File: config.mk
export PLATFORM = sky130hd
export DESIGN_NAME = pulse_prescaler_flat
export DESIGN_NICKNAME = d
export VERILOG_FILES = /design/src/rtl/pulse_prescaler_if.sv /design/src/rtl/pulse_prescaler.sv /design/src/flat_wrapper.sv
export SDC_FILE = /design/constraint.sdc
export NUM_CORES = 1
export LEC_CHECK = 0
export ABC_AREA = 1
export CAP_MARGIN = 20
export CORE_ASPECT_RATIO = 0.8
export CORE_MARGIN = 2
export CORE_UTILIZATION = 50
export CTS_CLUSTER_DIAMETER = 120
export DETAILED_ROUTE_END_ITERATION = 8
export HOLD_SLACK_MARGIN = 0.05
export PLACE_DENSITY_LB_ADDON = 0.1
export SYNTH_ARGS = -nofsm -noshare
export SYNTH_HDL_FRONTEND = slang
export SYNTH_SLANG_ARGS = --single-unit
export TNS_END_PERCENT = 50
File: constraint.sdc
create_clock -name clk -period 2.1 [get_ports clk]
set_input_delay 0.21 -clock clk [delete_from_list [all_inputs] [get_ports clk]]
set_output_delay 0.21 -clock clk [all_outputs]
set_load 0.01 [all_outputs]
File: src/rtl/pulse_prescaler_if.sv
// Divisor request bus for pulse_prescaler: request/ready handshake plus
// the rejection flag and the divisor currently in use.
interface pulse_prescaler_if #(
  parameter int unsigned CNT_W = 16
);
  logic [CNT_W-1:0] div_in;
  logic             div_valid;
  logic             div_ready;
  logic             div_err;
  logic [CNT_W-1:0] div_active;

  modport master (
    output div_in,
    output div_valid,
    input  div_ready,
    input  div_err,
    input  div_active
  );

  modport slave (
    input  div_in,
    input  div_valid,
    output div_ready,
    output div_err,
    output div_active
  );
endinterface

File: src/rtl/pulse_prescaler.sv
// Synchronises an asynchronous pulse, counts its rising edges on the system
// clock and emits a strobe or square wave every div_active edges.
module pulse_prescaler #(
  parameter int unsigned CNT_W       = 16,
  parameter int unsigned DEF_DIV     = 2,
  parameter int unsigned SYNC_STAGES = 2
) (
  input  logic             clk,
  input  logic             rst,
  input  logic             pulse_in,
  input  logic             en,
  input  logic             mode,
  pulse_prescaler_if.slave div_bus,
  output logic             pulse_out
);

  localparam logic [CNT_W-1:0] CNT_ZERO = {CNT_W{1'b0}};
  localparam logic [CNT_W-1:0] CNT_ONE  = {{(CNT_W-1){1'b0}}, 1'b1};
  localparam logic [CNT_W-1:0] DIV_RST  = CNT_W'(DEF_DIV);

  typedef enum logic [0:0] {
    ST_READY   = 1'b0,
    ST_PENDING = 1'b1
  } hs_state_t;

  logic [SYNC_STAGES-1:0] sync_r;
  logic                   hist_r;
  logic [CNT_W-1:0]       cnt_r;
  logic [CNT_W-1:0]       div_active_r;
  logic [CNT_W-1:0]       pend_r;
  logic                   div_ready_r;
  logic                   div_err_r;
  logic                   pulse_out_r;
  hs_state_t              state_r;
  hs_state_t              state_next_s;

  logic rise_s;
  logic count_s;
  logic wrap_s;
  logic fire_s;
  logic accept_s;
  logic reject_s;
  logic load_s;

  assign rise_s  = sync_r[SYNC_STAGES-1] & ~hist_r;
  assign count_s = rise_s & en;
  assign wrap_s  = count_s & (cnt_r == (div_active_r - CNT_ONE));
  assign fire_s  = count_s & (cnt_r == CNT_ZERO);

  // Synchroniser chain plus history flop for rising-edge detection.
  always_ff @(posedge clk) begin
    if (rst) begin
      sync_r <= {SYNC_STAGES{1'b0}};
      hist_r <= 1'b0;
    end else begin
      sync_r <= {sync_r[SYNC_STAGES-2:0], pulse_in};
      hist_r <= sync_r[SYNC_STAGES-1];
    end
  end

  always_ff @(posedge clk) begin
    if (rst) begin
      state_r <= ST_READY;
    end else begin
      state_r <= state_next_s;
    end
  end

  // Handshake: a pending divisor is applied only at a wrap (or at once when
  // counting is disabled), so a period is never cut short.
  always_comb begin
    state_next_s = state_r;
    accept_s     = 1'b0;
    reject_s     = 1'b0;
    load_s       = 1'b0;
    case (state_r)
      ST_READY: begin
        if (div_bus.div_valid) begin
          if (div_bus.div_in == CNT_ZERO) begin
            reject_s = 1'b1;
          end else begin
            accept_s     = 1'b1;
            state_next_s = ST_PENDING;
          end
        end else begin
          state_next_s = ST_READY;
        end
      end
      ST_PENDING: begin
        if (!en || wrap_s) begin
          load_s       = 1'b1;
          state_next_s = ST_READY;
        end else begin
          state_next_s = ST_PENDING;
        end
      end
      default: begin
        state_next_s = ST_READY;
      end
    endcase
  end

  always_ff @(posedge clk) begin
    if (rst) begin
      cnt_r <= CNT_ZERO;
    end else if (load_s) begin
      cnt_r <= CNT_ZERO;
    end else if (count_s) begin
      cnt_r <= wrap_s ? CNT_ZERO : (cnt_r + CNT_ONE);
    end else begin
      cnt_r <= cnt_r;
    end
  end

  always_ff @(posedge clk) begin
    if (rst) begin
      div_active_r <= DIV_RST;
      pend_r       <= CNT_ZERO;
      div_ready_r  <= 1'b1;
      div_err_r    <= 1'b0;
    end else begin
      div_active_r <= load_s ? pend_r : div_active_r;
      pend_r       <= accept_s ? div_bus.div_in : pend_r;
      div_ready_r  <= (state_next_s == ST_READY);
      div_err_r    <= reject_s;
    end
  end

  // Mode 0 strobes for one clk; mode 1 toggles, halving the fire rate.
  always_ff @(posedge clk) begin
    if (rst) begin
      pulse_out_r <= 1'b0;
    end else if (mode) begin
      pulse_out_r <= pulse_out_r ^ fire_s;
    end else begin
      pulse_out_r <= fire_s;
    end
  end

  assign pulse_out          = pulse_out_r;
  assign div_bus.div_ready  = div_ready_r;
  assign div_bus.div_err    = div_err_r;
  assign div_bus.div_active = div_active_r;

endmodule

File: src/flat_wrapper.sv
// flat-port wrapper written by rule: the top's interface ports become plain ports
module pulse_prescaler_flat 
#(
  parameter int unsigned CNT_W       = 16,
  parameter int unsigned DEF_DIV     = 2,
  parameter int unsigned SYNC_STAGES = 2
)
  (clk, rst, pulse_in, en, mode, pulse_out, div_bus_div_in, div_bus_div_valid, div_bus_div_ready, div_bus_div_err, div_bus_div_active);
  pulse_prescaler_if #(.CNT_W(CNT_W)) div_bus_i ();
  input  logic clk;
  input  logic rst;
  input  logic pulse_in;
  input  logic en;
  input  logic mode;
  output logic pulse_out;
  input wire logic [$bits(div_bus_i.div_in)-1:0] div_bus_div_in;
  input wire logic [$bits(div_bus_i.div_valid)-1:0] div_bus_div_valid;
  output wire logic [$bits(div_bus_i.div_ready)-1:0] div_bus_div_ready;
  output wire logic [$bits(div_bus_i.div_err)-1:0] div_bus_div_err;
  output wire logic [$bits(div_bus_i.div_active)-1:0] div_bus_div_active;
  assign div_bus_i.div_in = div_bus_div_in;
  assign div_bus_i.div_valid = div_bus_div_valid;
  assign div_bus_div_ready = div_bus_i.div_ready;
  assign div_bus_div_err = div_bus_i.div_err;
  assign div_bus_div_active = div_bus_i.div_active;
  pulse_prescaler #(.CNT_W(CNT_W), .DEF_DIV(DEF_DIV), .SYNC_STAGES(SYNC_STAGES)) u_core (.clk(clk), .rst(rst), .pulse_in(pulse_in), .en(en), .mode(mode), .div_bus(div_bus_i), .pulse_out(pulse_out));
endmodule
-- Word-level counts from Yosys, hierarchy flattened
Cells that the tools add are included.
- output and inout bits: 19
- word-level logic and storage cells: 37
- bits in writable memories: 0
- register bits: 55
- bits of input ports: 22
- bits in read-only memories: 0
- latch bits: 0
- memories: 0
- reduce and logical (&&, ||, !) cells: 6
- $add $sub $neg: 2
- $mul: 0
- $lt $le $gt $ge: 0
- muxes and demuxes: 10
- div/mod/pow operators: 0
- bitwise operators: 9
- shifts and indexed selects: 0
- equal/unequal tests: 1
- operator list (operator ; count):
    $logic_not A16 Y1 ; 2
    $add A16 B1 Y16 const B ; 1
    $eq A16 B16 Y1 ; 1
    $mux W16 ; 1
    $sub A16 B1 Y16 const B ; 1
    $mux W1 ; 8
    $and A1 B1 Y1 ; 4
    $not A1 Y1 ; 4
    $reduce_or A3 Y1 ; 1
    $pmux W1 S2 ; 1
    $reduce_or A2 Y1 ; 1
    $logic_not A1 Y1 ; 1
    $logic_or A1 B1 Y1 ; 1
    $xor A1 B1 Y1 ; 1

-- Logic depth before layout (Yosys ltp)
Gate-level depths: netlist of the first run.
- depth in word-level cells: 8
- depth in mapped cells: 15
- depth with buffers taken out: 14

-- Worst setup path before layout of the first run
OpenSTA, ideal clock, no wires.
- path type: register to register
- start: reg u_core.div_active_r[0] (netlist: u_core.div_bus.div_active[0])
- end: reg u_core.cnt_r[8]
- arrival: 1996 ps
- clock period less this slack: 2115 ps
- setup slack: -15 ps
- buffers on the path: 1
- required time: 1981 ps
- setup time: 119 ps
- cell stages (with the launch flop): 15
- cell sequence: dfxtp_1 -> inv_1 -> ha_1 -> inv_1 -> nand2_1 -> nand3_1 -> nand2_1 -> a21oi_1 -> nand3_1 -> nor2_1 -> nand2_2 -> or2_2 -> nand3_4 -> buf_12 -> nor2_2
- longest elaborated chain between the ends: 7
- elaborated cells between the ends (all ways): 8
- classes of those cells: 1 x add/sub; 1 x eq/ne; 3 x mux; 1 x bitwise; 2 x reduce/logical
- RTL lines (element ; RTL line ; text):
    start, declared ; pulse_prescaler.sv:29 ; logic [CNT_W-1:0] div_active_r;
    start signal, assigned ; pulse_prescaler.sv:122 ; div_active_r <= load_s ? pend_r : div_active_r;
    $sub A16 B1 Y16 (*) ; pulse_prescaler.sv:47 ; assign wrap_s = count_s & (cnt_r == (div_active_r - CNT_ONE));
    $eq A16 B16 Y1 (*) ; pulse_prescaler.sv:47 ;
    $and A1 B1 Y1 (*) ; pulse_prescaler.sv:47 ;
    $logic_or A1 B1 Y1 ; pulse_prescaler.sv:90 ; if (!en || wrap_s) begin
    $mux W1 ; pulse_prescaler.sv:90 ;
    $mux W1 ; pulse_prescaler.sv:76 ; case (state_r)
    $reduce_or A2 Y1 (no line) ; n/a ;
    end signal, assigned ; pulse_prescaler.sv:109 ; cnt_r <= wrap_s ? CNT_ZERO : (cnt_r + CNT_ONE);
    end signal, assigned ; pulse_prescaler.sv:111 ; cnt_r <= cnt_r;
    end, declared ; pulse_prescaler.sv:28 ; logic [CNT_W-1:0] cnt_r;
Mark *: on every way between the ends. The rest lies on a longest branch, timed or not.
A chain may end at the register's enable or synchronous reset.

-- Final worst setup path of the first run
- start: reg u_core.div_active_r[0] (netlist: u_core.div_bus.div_active[0])
- end: reg u_core.cnt_r[0]
Same word-level chain as after synthesis.

==> results of run 1 <==
## worst max path at each step
| stage | from | end | slack, ps | cells after the start |
|---|---|---|---|---|
| global route | u_core.div_bus.div_active[1] | u_core.div_bus.div_active[8] | -200 | 16 |
| finish | u_core.div_bus.div_active[0] | u_core.cnt_r[0] | -90 | 15 |
| detailed placement | u_core.div_bus.div_active[0] | u_core.div_bus.div_active[11] | -160 | 15 |
| CTS | u_core.div_bus.div_active[1] | u_core.div_bus.div_active[0] | -50 | 16 |
| floorplan | u_core.div_bus.div_active[0] | u_core.cnt_r[8] | 50 | 14 |
| global placement | en | u_core.cnt_r[15] | -110 | 13 |
## synthesized netlist by cell type (2+ instances only)
cell	count	share of area (%)
nand3b_1	2	0.46
nor2_1	65	7.5
xor2_1	14	3.8
o21ai_0	18	2.8
nor2_4	2	0.69
buf_6	3	1.0
nor2_2	16	3.1
o211ai_1	2	0.46
nand2_2	4	0.77
o21ai_2	2	0.54
nand3_2	3	0.93
inv_1	65	7.5
buf_1	3	0.35
nor4_1	6	1.2
a21oi_1	39	6.0
nand4_1	8	1.5
nand2_1	119	14
clkbuf_1	7	0.81
dfxtp_1	55	34
nand3_1	45	6.9
ha_1	3	1.2
or2_2	3	0.58
nor3_1	3	0.46
## metrics by stage
stage / hold WS, ps / cells
finish: 402 / 664
floorplan: 279 / 497
detailed placement: 397 / 647
global placement: 398 / 647
global route: 412 / 664
CTS: 397 / 667
## critical path, delay by kind of cell (launching register included)
family	cells	cell delay, ps
AOI/OAI and AO/OA	1	200
adders and majority gates	1	210
buffers and inverters	3	360
DFF	1	340
and+or+nand+nor	10	960
## kinds of logic (layout without fill, tap and decap cells)
group	count (synthesis)	after routing
AO/OA/AOI/OAI	64	64
buffers and inverters	80	162
flip-flops	55	55
AND/OR/NAND/NOR	280	281
XOR/XNOR	15	15
adder cells (fa/ha/maj)	3	3
## cell type report
cell class | count | area, um^2
clock inverters | 2 | 16.3
repair buffers | 88 | 830
fillers | 563 | 1960
clock buffers | 6 | 72.6
multi-input cells | 363 | 2000
well taps | 84 | 105
inverters | 66 | 250
flip-flops and latches | 55 | 1110
## state kept, by name, summed over array words and instances (netlist names), 2 cells and up
signal	count
u_core.sync_r	2
u_core.div_bus.div_active	16
u_core.pend_r	16
u_core.cnt_r	16
## what timing repair did
| action | CTS | global route |
|---|---|---|
| buffers inserted | 9 | 0 |
| gates cloned | 3 | 0 |
| pin swaps | 35 | 13 |
| setup endpoints to repair | 34 | 34 |
| resized for setup | 43 | 21 |
## power breakdown
group,switching [uW],internal (uW)
Combinational,349,275
Clock,379,241
Sequential,40.3,1090
## per-layer routing
metal / share of wire (%) / wire, um / GRT usage (%) / vias up
li1: - / - / - / 1750
met1: 48 / 4430 / 40.4 / 1639
met2: 46 / 4220 / 40.5 / 110
met3: 5.2 / 479 / 3.46 / 12
met4: 1.2 / 111 / 6.23 / 0
met5: 0 / 0 / 0 / -
==> out/qor.yml, run 1 <==
place_area_mm2: 0.00398
critical_path.cell_chain: "inv_2 -> ha_4 -> nand3_4 -> nor2_4 -> nand2_1 -> nand2_1 -> nand2_1 -> nor2_2 -> nand3_4 -> o21ai_4 -> buf_6 -> nand2_8 -> buf_6 -> nand3_2 -> nor2_1"
cts_buffers: 5
antenna_cells: 0
synth_ff_type: "dfxtp_1"
crit_path_start_kind: "flop"
path_clk_slew_ps: 110
synth_seq_cells: 55
syn_area_mm2: 0.00324
nNetsFinal: 604
cp_data_required_time_ps: 2320
slowest_delay_ps: 340
antenna_found_initial: 0
overflow: 0
synth_cell_types: 33
synth_fp_nets: 522
die_h_um: 76.0
fmax_mhz: 458
synth_fa_ha_area_share_pct: 1.16
reg2reg_from: "u_core.div_bus.div_active[0]"
cts_sinks: 55
holdCritStartpoint: "pulse_in"
synth_warnings: 0
routed_wl_um: 9250
rsz0062_at_grt: "true"
maxSlewViolCount: 0
synthesis.area_per_instance_um2: 6.52
initial_core_util_pct: 51.1
synth_top_family_by_area: "simple AND/OR/NAND/NOR gates"
fin_total_pwr_uw: 2380
grt_usage_pct: 26.7
path_common_cell: "nand2_1"
fin_crit_ps: 2190
hold_depth: 3
endpoint_kind: "flop"
ir_worst_vdd_uv: 454
grt_max_degree: 35
die_x_um: 94.0
cts-root-buf: "clkbuf_8"
cap_violations: 0
layout_common_cells: "nand2_1, inv_1, nor2_1, dfxtp_1, clkdlybuf4s50_1"
synth_compound_area_share_pct: 10.7
area_growth_pct: 35.2
power_density_mw_per_mm2: 542
violations: "negative setup slack"
r2r-end: "u_core.cnt_r[0]"
drc: 0
outcome: "finished with violations"
r2r_slack_ps: -90
setup_tns_ps: -1580
io_buffers: 40
final_area_mm2: 0.00438
synth_xor_area_share_pct: 4.05
synth_edf_count: 0
synth-simple-area-share_pct: 39.7
wl_per_cell_um: 13.9
relSlewSlack_pct: 63.7
final_common_cell: "nand2_1"
grt_pass1_wl_um: 15200
p_leak_uw: 0.00195
htree_levels: 2
cp_slowest_cell: "dfxtp_2"
ys_async_sr_fraction_pct: 0
num_rows: 26
drive_above_1_share_pct: 22.9
setup_viol: 32
drtAntennaViolNets: 0
seq_area_frac_synth_pct: 34.0
arrival_ps: 2400
hold_violations: 0
fin_crit_sh_pct: 104
tritoncts: "built"
worst_pin_slew_ps: 539
cts_buffer_depth: 2
hpwl_um: 6320
clock_skew_ps: 9.58
setup_slack_ps: -85.2
final_util_pct: 69.1
ios: 41
worstRegToRegCells: 15
dp_slack_ps: -157
grt_pass1_vias: 3195
drtIter0Drc: 219
vias_per_cell: 5.29
yosys-mux-area-fraction_pct: 0
clock_latency_ps: 310
worst-setup-path-type: "flop to flop"
crit_path_max_fanout: 5
syn_inst: 497
die_area_mm2: 0.00715
hold_end: "u_core.sync_r[0]"
core-area_mm2: 0.00634
ctsHoldBuffers: 0
hold_path.class: "primary input to flop"
first_pass_iters: 5
gp_congestion: 0.897
vias: 3511
No activity file was read; power rests on OpenSTA's default activity.
==> inputs of run 2 (changes only) <==
--- a/config.mk
+++ b/config.mk
@@ -6,7 +6,6 @@
 export NUM_CORES = 1
 export LEC_CHECK = 0
 export ABC_AREA = 1
-export CAP_MARGIN = 20
 export CORE_ASPECT_RATIO = 0.8
 export CORE_MARGIN = 2
 export CORE_UTILIZATION = 50
@@ -14,6 +13,7 @@
 export DETAILED_ROUTE_END_ITERATION = 8
 export HOLD_SLACK_MARGIN = 0.05
 export PLACE_DENSITY_LB_ADDON = 0.1
+export SETUP_SLACK_MARGIN = 0.4
 export SYNTH_ARGS = -nofsm -noshare
 export SYNTH_HDL_FRONTEND = slang
 export SYNTH_SLANG_ARGS = --single-unit
==> run 2 against run 1 <==
Compared with the run above:
- the flow still finishes with violations (negative setup slack)
- combinational power is 3.7% higher
- clock skew is 3.7 ps lower
- register-to-register slack hardly changed
- fmax is 0.61% lower
- cell area is 3.1% higher
- critical path depth stayed put
- setup slack worse by 13 ps
- first-iteration DRC count is 26% higher
- non-clock buffer count stayed put
- count of clock-buffer cells in the layout stayed put
- die area stayed put
==> out/qor.yml, run 2 (synthesis results as in run 1) <==
clock_skew_ps: 5.84
cts_buffer_depth: 2
cts_buffers: 5
path_clk_slew_ps: 100
final_common_cell: "nand2_1"
layout_common_cells: "nand2_1, inv_1, nor2_1, dfxtp_1, clkdlybuf4s50_1"
ios: 41
p_comb_share_pct: 27.0
tritoncts: "built"
violations: "negative setup slack"
nNetsFinal: 604
hold_depth: 3
gp_congestion: 0.904
setup_viol: 32
hpwl_um: 6430
outcome: "finished with violations"
endpoint_kind: "flop"
r2r_slack_ps: -100
worst-setup-path-type: "flop to flop"
crit_path_start_kind: "flop"
antenna_cells: 0
htree_levels: 2
p_seq_share_pct: 47.2
drtAntennaViolNets: 0
crit_family: "simple AND/OR/NAND/NOR gates"
cp_data_required_time_ps: 2350
dp_slack_ps: -100
die_area_mm2: 0.00715
p_int_uw: 1620
path_depth: 15
io_buffers: 40
wl_per_cell_um: 14.3
drtIter0Drc: 277
crit_path_max_fanout: 8
antenna_found_initial: 0
critical_path.cell_chain: "inv_4 -> ha_4 -> nand2_4 -> nor2_4 -> nand3_2 -> nand3_2 -> nand2_1 -> nor2_2 -> nand3_2 -> o21ai_4 -> buf_6 -> buf_12 -> buf_16 -> a21oi_2 -> nor2_1"
die_x_um: 94.0
path_buf_inv: 4
vias: 3526
cp_slowest_cell: "dfxtp_4"
cts-root-buf: "clkbuf_8"
path_common_cell: "nand3_2"
placedCellCount: 641
rsz0062_at_grt: "true"
first_pass_iters: 5
slowest_delay_ps: 380
switching_share_pct: 32.5
fin_crit_sh_pct: 105
maxSlewViolCount: 0
fin_cells: 664
drc: 0
cap_violations: 0
routed_wl_um: 9480
worstRegToRegCells: 15
drive_above_1_share_pct: 24.1
grt_pass1_vias: 3112
relSlewSlack_pct: 75.3
die_h_um: 76.0
core-area_mm2: 0.00634
overflow: 0
cp-endpoint: "u_core.div_bus.div_active[4]"
place_area_mm2: 0.00397
fin_total_pwr_uw: 2400
hold_path.class: "primary input to flop"
initial_core_util_pct: 51.1
crit_start: "u_core.div_bus.div_active[1]"
grt_max_degree: 35
hold_ws_ps: 401
r2r-end: "u_core.div_bus.div_active[4]"
ir_worst_vdd_uv: 350
num_rows: 26
grt_pass1_wl_um: 15200
clock_latency_ps: 320
hold_violations: 0
power_density_mw_per_mm2: 531
p_switching_uw: 779
fin_crit_ps: 2200
area_growth_pct: 39.3
reg2reg_from: "u_core.div_bus.div_active[1]"
grt_usage_pct: 26.7
fmax_mhz: 455
worst_pin_slew_ps: 367
p_leak_uw: 0.00201
final_area_mm2: 0.00452
clkPwrFrac_pct: 25.8
arrival_ps: 2450
cts_sinks: 55
vias_per_cell: 5.31
setup_slack_ps: -98.5
-- run 2: worst reg2reg max path, stage by stage (launching register included) --
cell and delay (ps):
dfxtp_4 380, inv_4 60, ha_4 200, nand2_4 80, nor2_4 130, nand3_2 90, nand3_2 100, nand2_1 70
nor2_2 120, nand3_2 150, o21ai_4 240, buf_6 130, buf_12 110, buf_16 120, a21oi_2 50, nor2_1 110
-- run 2: what timing repair did --
item                       in CTS  in global routing
gates resized for setup        48                 23
gates cloned                    3                  1
setup buffers                   7                  4
hold buffers                    0                  0
setup endpoints to repair      34                 51
pin swaps                      41                 22
-- run 2: final cells by class --
cell class | count | area, um^2
Clock inverter | 2 | 16.3
Inverter | 66 | 259
Sequential cell | 55 | 1120
Multi-Input combinational cell | 363 | 2060
Clock buffer | 6 | 72.6
Fill cell | 559 | 1830
Tap cell | 84 | 105
Timing Repair Buffer | 88 | 882
-- run 2: power by group through the flow --
stage          Sequential [uW]  Combinational (uW)  Clock, uW
2_1_floorplan             1150                 320          0
3_3_place_gp              1150                 516          0
3_5_place_dp              1150                 524          0
4_1_cts                   1130                 602        631
5_1_grt                   1140                 711        683
6_report                  1130                 648        618
-- run 2: through the flow --
step	setup TNS (ps)	utilization, %
after floorplan	0	-
after global placement	-975	62.6
after detailed placement	-2450	62.6
after CTS	-16.9	68.9
after global routing	-5750	71.2
final	-1630	71.2
-- run 2: per-layer routing --
layer / part of all wire [%] / wire length [um] / up-vias / global-route usage, %
met4: 1.2 / 118 / 0 / 6.81
met5: 0 / 0 / - / 0
met3: 5.6 / 529 / 17 / 4.06
li1: - / - / 1744 / -
met2: 45 / 4290 / 125 / 40.9
met1: 48 / 4540 / 1640 / 39.2
-- run 2: how the worst min path moves through the flow --
stage	startpoint	endpoint
2_1_floorplan	rst	u_core.pend_r[1]
3_3_place_gp	u_core.sync_r[0]	u_core.sync_r[1]
3_5_place_dp	u_core.sync_r[0]	u_core.sync_r[1]
4_1_cts	pulse_in	u_core.sync_r[0]
5_1_grt	pulse_in	u_core.sync_r[0]
6_report	pulse_in	u_core.sync_r[0]
